<file path="src/rtl/regfile_wb_arbiter.sv">
// regfile_wb_arbiter
//   Shares the single register-file write port between the pipeline writeback
//   stage and a variable-latency long-op unit. Long-op results wait in a small
//   FIFO until the port is free. A per-register busy scoreboard stalls decode
//   on RAW/WAW hazards against long ops that are still outstanding.
//
// Ports
//   clk, reset_n                    clock, asynchronous active-low reset
//   wb_en/wb_addr/wb_data           pipeline writeback (never back-pressured)
//   lu_valid/lu_ready/lu_addr/lu_data  long-op result handshake
//   issue_en/issue_addr             long op issued; marks destination busy
//   chk_addr1/chk_addr2/chk_wen/chk_waddr  decode hazard check inputs
//   stall                           decode must hold
//   RegWrite/WriteRegister/WriteData   register-file write port
//   idle                            nothing busy and FIFO empty
//   err                             sticky: issue to an already-busy register
module regfile_wb_arbiter #(
  parameter int DATA_W     = 64,
  parameter int ADDR_W     = 5,
  parameter int FIFO_DEPTH = 2
) (
  input  logic              clk,
  input  logic              reset_n,
  input  logic              wb_en,
  input  logic [ADDR_W-1:0] wb_addr,
  input  logic [DATA_W-1:0] wb_data,
  input  logic              lu_valid,
  output logic              lu_ready,
  input  logic [ADDR_W-1:0] lu_addr,
  input  logic [DATA_W-1:0] lu_data,
  input  logic              issue_en,
  input  logic [ADDR_W-1:0] issue_addr,
  input  logic [ADDR_W-1:0] chk_addr1,
  input  logic [ADDR_W-1:0] chk_addr2,
  input  logic              chk_wen,
  input  logic [ADDR_W-1:0] chk_waddr,
  output logic              stall,
  output logic              RegWrite,
  output logic [ADDR_W-1:0] WriteRegister,
  output logic [DATA_W-1:0] WriteData,
  output logic              idle,
  output logic              err
);

  localparam int NREG  = 1 << ADDR_W;
  localparam int PTR_W = (FIFO_DEPTH > 1) ? $clog2(FIFO_DEPTH) : 1;
  localparam int CNT_W = PTR_W + 1;
  localparam logic [ADDR_W-1:0] ZERO_REG = ADDR_W'(NREG - 1);

  // The top bit stands for the zero register; it is held at 0 so that hazard
  // lookups on register 31 never stall without special-casing the index.
  logic [NREG-1:0]   busy_q, busy_d;
  logic [PTR_W-1:0]  rd_ptr_q, rd_ptr_d;
  logic [PTR_W-1:0]  wr_ptr_q, wr_ptr_d;
  logic [CNT_W-1:0]  count_q, count_d;
  logic              err_q, err_d;

  logic [ADDR_W-1:0] fifo_addr_q [FIFO_DEPTH];
  logic [DATA_W-1:0] fifo_data_q [FIFO_DEPTH];

  logic              wb_take;
  logic              fifo_pop;
  logic              lu_push;
  logic [ADDR_W-1:0] head_addr;
  logic [DATA_W-1:0] head_data;

  assign head_addr = fifo_addr_q[rd_ptr_q];
  assign head_data = fifo_data_q[rd_ptr_q];

  // Writes to the zero register are discarded, so they never claim the port.
  assign wb_take  = wb_en && (wb_addr != ZERO_REG);
  assign fifo_pop = !wb_take && (count_q != '0);
  // Depends on registered count only, so the long-op unit sees no comb path
  // from its own valid back into ready.
  assign lu_ready = (count_q < CNT_W'(FIFO_DEPTH));
  // Results for the zero register are accepted and dropped.
  assign lu_push  = lu_valid && lu_ready && (lu_addr != ZERO_REG);

  // Write-port mux
  always_comb begin
    RegWrite      = 1'b0;
    WriteRegister = '0;
    WriteData     = '0;
    if (!reset_n) begin
      RegWrite = 1'b0;
    end else if (wb_take) begin
      RegWrite      = 1'b1;
      WriteRegister = wb_addr;
      WriteData     = wb_data;
    end else if (count_q != '0) begin
      RegWrite      = 1'b1;
      WriteRegister = head_addr;
      WriteData     = head_data;
    end
  end

  // FIFO bookkeeping and scoreboard
  always_comb begin
    rd_ptr_d = rd_ptr_q + PTR_W'(fifo_pop);
    wr_ptr_d = wr_ptr_q + PTR_W'(lu_push);
    count_d  = count_q + CNT_W'(lu_push) - CNT_W'(fifo_pop);
    busy_d   = busy_q;
    err_d    = err_q;
    if (fifo_pop) begin
      busy_d[head_addr] = 1'b0;
    end
    // Applied after the drain clear so a same-cycle set on the same register wins.
    if (issue_en && (issue_addr != ZERO_REG)) begin
      if (busy_q[issue_addr]) begin
        err_d = 1'b1;
      end
      busy_d[issue_addr] = 1'b1;
    end
    busy_d[NREG-1] = 1'b0;
  end

  always_ff @(posedge clk or negedge reset_n) begin
    if (!reset_n) begin
      busy_q   <= '0;
      rd_ptr_q <= '0;
      wr_ptr_q <= '0;
      count_q  <= '0;
      err_q    <= 1'b0;
    end else begin
      busy_q   <= busy_d;
      rd_ptr_q <= rd_ptr_d;
      wr_ptr_q <= wr_ptr_d;
      count_q  <= count_d;
      err_q    <= err_d;
    end
  end

  // Payload storage needs no reset; validity is tracked by count_q.
  always_ff @(posedge clk) begin
    if (lu_push) begin
      fifo_addr_q[wr_ptr_q] <= lu_addr;
      fifo_data_q[wr_ptr_q] <= lu_data;
    end
  end

  assign stall = busy_q[chk_addr1] | busy_q[chk_addr2] | (chk_wen & busy_q[chk_waddr]);
  assign idle  = (busy_q == '0) && (count_q == '0);
  assign err   = err_q;

endmodule

</file>
<file path="config.mk">
export PLATFORM = sky130hd
export DESIGN_NAME = regfile_wb_arbiter
export DESIGN_NICKNAME = d
export VERILOG_FILES = /design/src/rtl/regfile_wb_arbiter.sv
export SDC_FILE = /design/constraint.sdc
export NUM_CORES = 1
export LEC_CHECK = 0
export CAP_MARGIN = 10
export CORE_ASPECT_RATIO = 0.75
export CORE_MARGIN = 5
export CORE_UTILIZATION = 40
export DETAILED_ROUTE_END_ITERATION = 12
export GPL_TIMING_DRIVEN = 0
export PLACE_DENSITY = 0.71
export SLEW_MARGIN = 20
export SYNTH_ARGS = -nofsm -noshare
export SYNTH_HDL_FRONTEND = slang
export SYNTH_SLANG_ARGS = --single-unit
</file>
<file path="constraint.sdc">
create_clock -name clk -period 2.9 [get_ports clk]
set_input_delay 0.435 -clock clk [delete_from_list [all_inputs] [get_ports clk]]
set_output_delay 0.435 -clock clk [all_outputs]
set_load 0.005 [all_outputs]
</file>
* After elaboration in Yosys (flattened, before gate mapping) *
Memories as Yosys holds them, arrays and structs flattened.
Index checks and enable logic that the tools add are counted.

storage, ports and cells
  ROM bits = 0
  RAM bits = 138
  flip-flop bits (word level) = 36
  input bits = 164
  output and inout port bits = 74
  memories kept = 2
  bits in latches = 0

operators by class
  muxes and demuxes = 25
  equality and inequality tests = 3
  reductions and logical operators = 13
  shifts and indexed selects = 0
  add/sub/neg operators = 4
  multipliers = 0
  div/mod/pow operators = 0
  $lt $le $gt $ge = 8
  bitwise logic cells = 6

memories
  memory       depth  width  read ports  clocked after Yosys merged registers in  write ports  line  source
  fifo_data_q  2      64     1           0                                        1            59    logic [DATA_W-1:0] fifo_data_q [FIFO_DEPTH];
  fifo_addr_q  2      5      1           0                                        1            58    logic [ADDR_W-1:0] fifo_addr_q [FIFO_DEPTH];

operator list
  kind                                                                                 count
  64-bit two-way mux                                                                   3
  31-bit two-way mux                                                                   2
  32-bit zero test                                                                     1
  31-bit AND                                                                           1
  31-bit inverter                                                                      1
  31-bit OR                                                                            1
  5-bit by 6-bit less-than comparator with 1-bit output, second input constant         5
  1-bit binary-select mux with 5-bit select                                            4
  5-bit two-way mux                                                                    3
  5-bit inequality test, second input constant                                         3
  1-bit two-way mux                                                                    11
  1-bit demux with 5-bit select                                                        2
  5-bit by 1-bit greater-or-equal comparator with 1-bit output, second input constant  2
  1-bit logical AND                                                                    8
  1-bit adder                                                                          2
  2-bit by 1-bit adder with 2-bit output                                               1
  2-bit zero test                                                                      1
  2-bit less-than comparator, second input constant                                    1
  1-bit OR                                                                             2
  2-bit AND reduction                                                                  1
  2-bit nonzero test                                                                   1
  2-bit by 1-bit subtractor with 2-bit output                                          1
  1-bit AND                                                                            1
  1-bit zero test                                                                      1

* Depth between registers and ports, before layout *
An unclocked memory read counts as a cell.

  word-level depth = 10
  gate-level depth with buffers = 11
  depth with buffers taken out = 8

* Worst setup path after synthesis *
No wires, ideal clock.

  path type = in2reg
  start = input port lu_addr[2]
  end = memory fifo_addr_q[1][0], enable pin
  buffers on the path = 0
  cell stages on the path = 5
  setup slack = -0.038 ns
  data arrival time = 2.504 ns
  cells stage by stage = and3_1 > nand3_1 > nand3_1 > inv_1 > ha_1

between the ends
  word-level cells in the longest chain between the ends = 4

RTL lines
  what                                     line  source
  start: declaration                       29    input logic [ADDR_W-1:0] lu_addr,
  5-bit inequality test                    77    assign lu_push = lu_valid && lu_ready && (lu_addr != ZERO_REG);
  1-bit logical AND                        77
  1-bit two-way mux                        135   if (lu_push) begin
  1-bit two-way mux (implied by the code)  136   fifo_addr_q[wr_ptr_q] <= lu_addr;
  end: declaration                         58

No other way between the ends.

* Worst setup path in the final report *
  start = input port wb_addr[1]
  end = output port WriteData[36]

between the ends
  word-level cells in the longest chain between the ends = 4

RTL lines
  what                   line  source
  start: declaration     25    input logic [ADDR_W-1:0] wb_addr,
  5-bit inequality test  71    assign wb_take = wb_en && (wb_addr != ZERO_REG);
  1-bit logical AND      71
  64-bit two-way mux     86    end else if (wb_take) begin
  64-bit two-way mux     84    if (!reset_n) begin
  end: declaration       40    output logic [DATA_W-1:0] WriteData,

No other way between the ends.

==> metrics.cfg <==
[clock_network]
clockBufferDepth=2
clk_pin_slew_ns=0.07
root_buffer=clkbuf_16
hold_buffers=0
htreeDepth=4
clock_latency_ns=0.43
clock-sinks=174
numCtsBuffers=17
cts_tree=built

[synthesis]
synth-seq-area-share=0.566
synth_top_area_frac=0.465
synth_seq_cells=174
ys_warn_count=0
ys_async_sr_fraction=0.207
synth_cell_types=43
syn-cell-area_sq_um=8920
synth.area.top_cells=edfxtp_1, dfrtp_1, mux2i_1, nor2b_1, mux4_2
synthCells=729
yosysTopAreaCell=edfxtp_1
avgSynthCellArea_sq_um=12.2
synth_fp_nets=897
synth_ff_type=edfxtp_1
synth_edf_count=138

[route]
firstDrtPassIters=7
vias_per_cell=5.64
finalWirelength_um=27800
drt_iter0_markers=734
wire_per_inst_um=21.4
drc=0
via_count=7315
ant_nets=0

[floorplan]
die_height_um=139
die_w_um=182
die-area_sq_um=25400
ios=238
design.core.area_sq_um=22000
placementRows=47
start_util=0.405

[timing]
fin_skew_ns=0.00862
holdWs_ns=-0.0494
tightest_slew_ns=0.869
drv_slew=0
setup_violations=0
rsz0062_at_grt=yes
setup_slack_ns=0.00915
min_period_ns=2.89
period_share=0.997
setup_tns_ns=0
max_freq_mhz=346
hold_viol_final=16
slew_headroom=0.404

[power_and_ir_drop]
comb_power_share=0.410
leakagePower_nw=5.11
p_sw_frac=0.362
p_per_area_nw_per_um2=789
p_switching_mw=3.78
worst_ir_drop_vdd_mv=0.414
pwr-share-seq=0.368
clockPowerShare=0.223
power_mw=10.4
internal-power_mw=6.65

[critical_path]
r2r_end=busy_q[17]
cp.depth=8
cp_max_fo=10
crit_end=WriteData[36]
cp_cell_sequence=clkdlybuf4s50_1 -> nand3_2 -> o21a_4 -> clkbuf_8 -> nor3_2 -> a21oi_1 -> nor2b_1 -> clkdlybuf4s50_1
path_common_cell=clkdlybuf4s50_1
worstPathBufferInverterCount=3
r2r_setup_slack_ns=0.76
slowest_delay_ns=0.51
r2r_cells=6
start_kind=input pin
rr_startpoint=rd_ptr_q
critPathArrivalTime_ns=2.46
crit_type=input pin to output pin
slowest_stage=clkdlybuf4s50_1
critPathLaunch=wb_addr[1]
end_kind=output pin
required_ns=2.47
path_delay_family=buffers and inverters

[finish]
area.sequential_sq_um=5060
multi_input_area_sq_um=4290
fin_area_sq_um=13200
post-route-util=0.601
drive_above_1_share=0.218
nFillCells=1722
areaGrowthSynthToFinish_pct=48.3
fin_nets=1159
final_cells=1298

[status]
violations=negative hold slack
status=finished, violations left

[global_routing]
grt_max_degree=49
first_global_vias=7411
antenna_found_initial=5
grt_usage=0.215
grt_pass1_wl_um=42100
grt-ovfl-total=0

[placed_design]
place_area_sq_um=11700
post-dp-hpwl_um=20100
dp.cells=1254
numPortBuffers=228
dp_slack_ns=-0.804
gp_congestion=0.890

[worst_hold_path]
hp-class=input pin to asynchronous set/reset pin

[job]
max-cap-violations=0

[kinds of logic (layout without fill, tap and decap cells)]
group           count (synthesis)  count (layout)  share of synthesized area
simple gates                  220             220                      0.137
flops                         174             174                      0.566
compound gates                154             154                     0.0937
mux                           113             113                      0.166
buf+inv                        61             335                     0.0288
fa+ha+maj                       4               4                    0.00561
xor+xnor                        3               3                    0.00295
other cells                     0               1                          0
[synthesized netlist by cell type (all sizes together) (3+ instances only)]
cell	n
o211ai	4
clkbuf	31
nor2	8
dfrtp	36
nand3	15
nor4	8
nor3	73
inv	9
ha	4
buf	21
or3	5
o31ai	3
a21oi	71
nand2	15
or2	3
mux4	26
edfxtp	138
nand2b	4
mux2i	85
nand3b	6
nor2b	76
o21ai	62
[final cells by class]
type / count / share of cell area
inverters: 9 / 0.00255
clock inverters: 14 / 0.0132
flip-flops and latches: 174 / 0.383
multi-input cells: 494 / 0.325
well taps: 294 / 0.0278
plain buffers: 49 / 0.0287
diodes: 1 / 0.000189
clock buffers: 17 / 0.0322
repair buffers: 246 / 0.188
[cell usage in the layout (no fill, tap or decap), types with 14 or more instances in the layout]
master           instances
o21ai_0                 62
nor3_2                  24
a21oi_1                 60
dlygate4sd2_1           23
nand2_1                 14
dfrtp_1                 24
mux2i_1                 82
nor2b_1                 74
clkbuf_16               18
dlymetal6s2s_1          25
nand3_1                 14
nor3_4                  39
edfxtp_1               138
mux4_2                  20
clkdlybuf4s50_1        170
buf_4                   23
[how the worst min path moves through the flow]
stage                        from  slack [ns]   endpoint
after global placement        err        0.46        err
after global routing      reset_n       -0.05   wr_ptr_q
final                     reset_n       -0.05   wr_ptr_q
after CTS                 reset_n        0.02   wr_ptr_q
after detailed placement      err        0.47        err
after floorplan           reset_n        0.14  busy_q[0]
[power groups by stage]
stage                     Combinational [mW]  Sequential, mW  Clock (mW)
final                                   4.27            3.84        2.32
after global routing                    4.61            3.88        2.47
after CTS                               4.05            3.80        2.36
after detailed placement                3.43            3.90           0
after global placement                  3.32            3.91           0
after floorplan                         2.17            3.69           0
[metal layers]
layer	up-vias	share of wire	GRT usage
li1	3326	-	-
met2	353	0.49	0.356
met3	37	0.092	0.0730
met5	-	0.0019	0
met1	3591	0.40	0.274
met4	8	0.012	0.0537
[sequential cells by signal (all words and copies together) (netlist names)]
name and count:
fifo_addr_q 10, rd_ptr_q 1, err 1, count_q 2, wr_ptr_q 1, busy_q 31, fifo_data_q 128
[repair_timing]
item | CTS | global route
gates resized for setup | 186 | 96
buffers inserted | 16 | 0
pin swaps | 6 | 3
endpoints found under the setup margin | 72 | 50
hold endpoints to repair | 0 | 16
[worst reg2reg max path, delay by kind of cell, from the launching register on]
| kind | cells | cell delay (ns) |
|---|---|---|
| buffers and inverters | 1 | 0.18 |
| AO/OA/AOI/OAI | 2 | 0.36 |
| AND/OR/NAND/NOR | 2 | 0.66 |
| multiplexers | 1 | 0.49 |
| flip-flops | 1 | 0.32 |
Note: power is estimated with default switching activity, not from simulation.
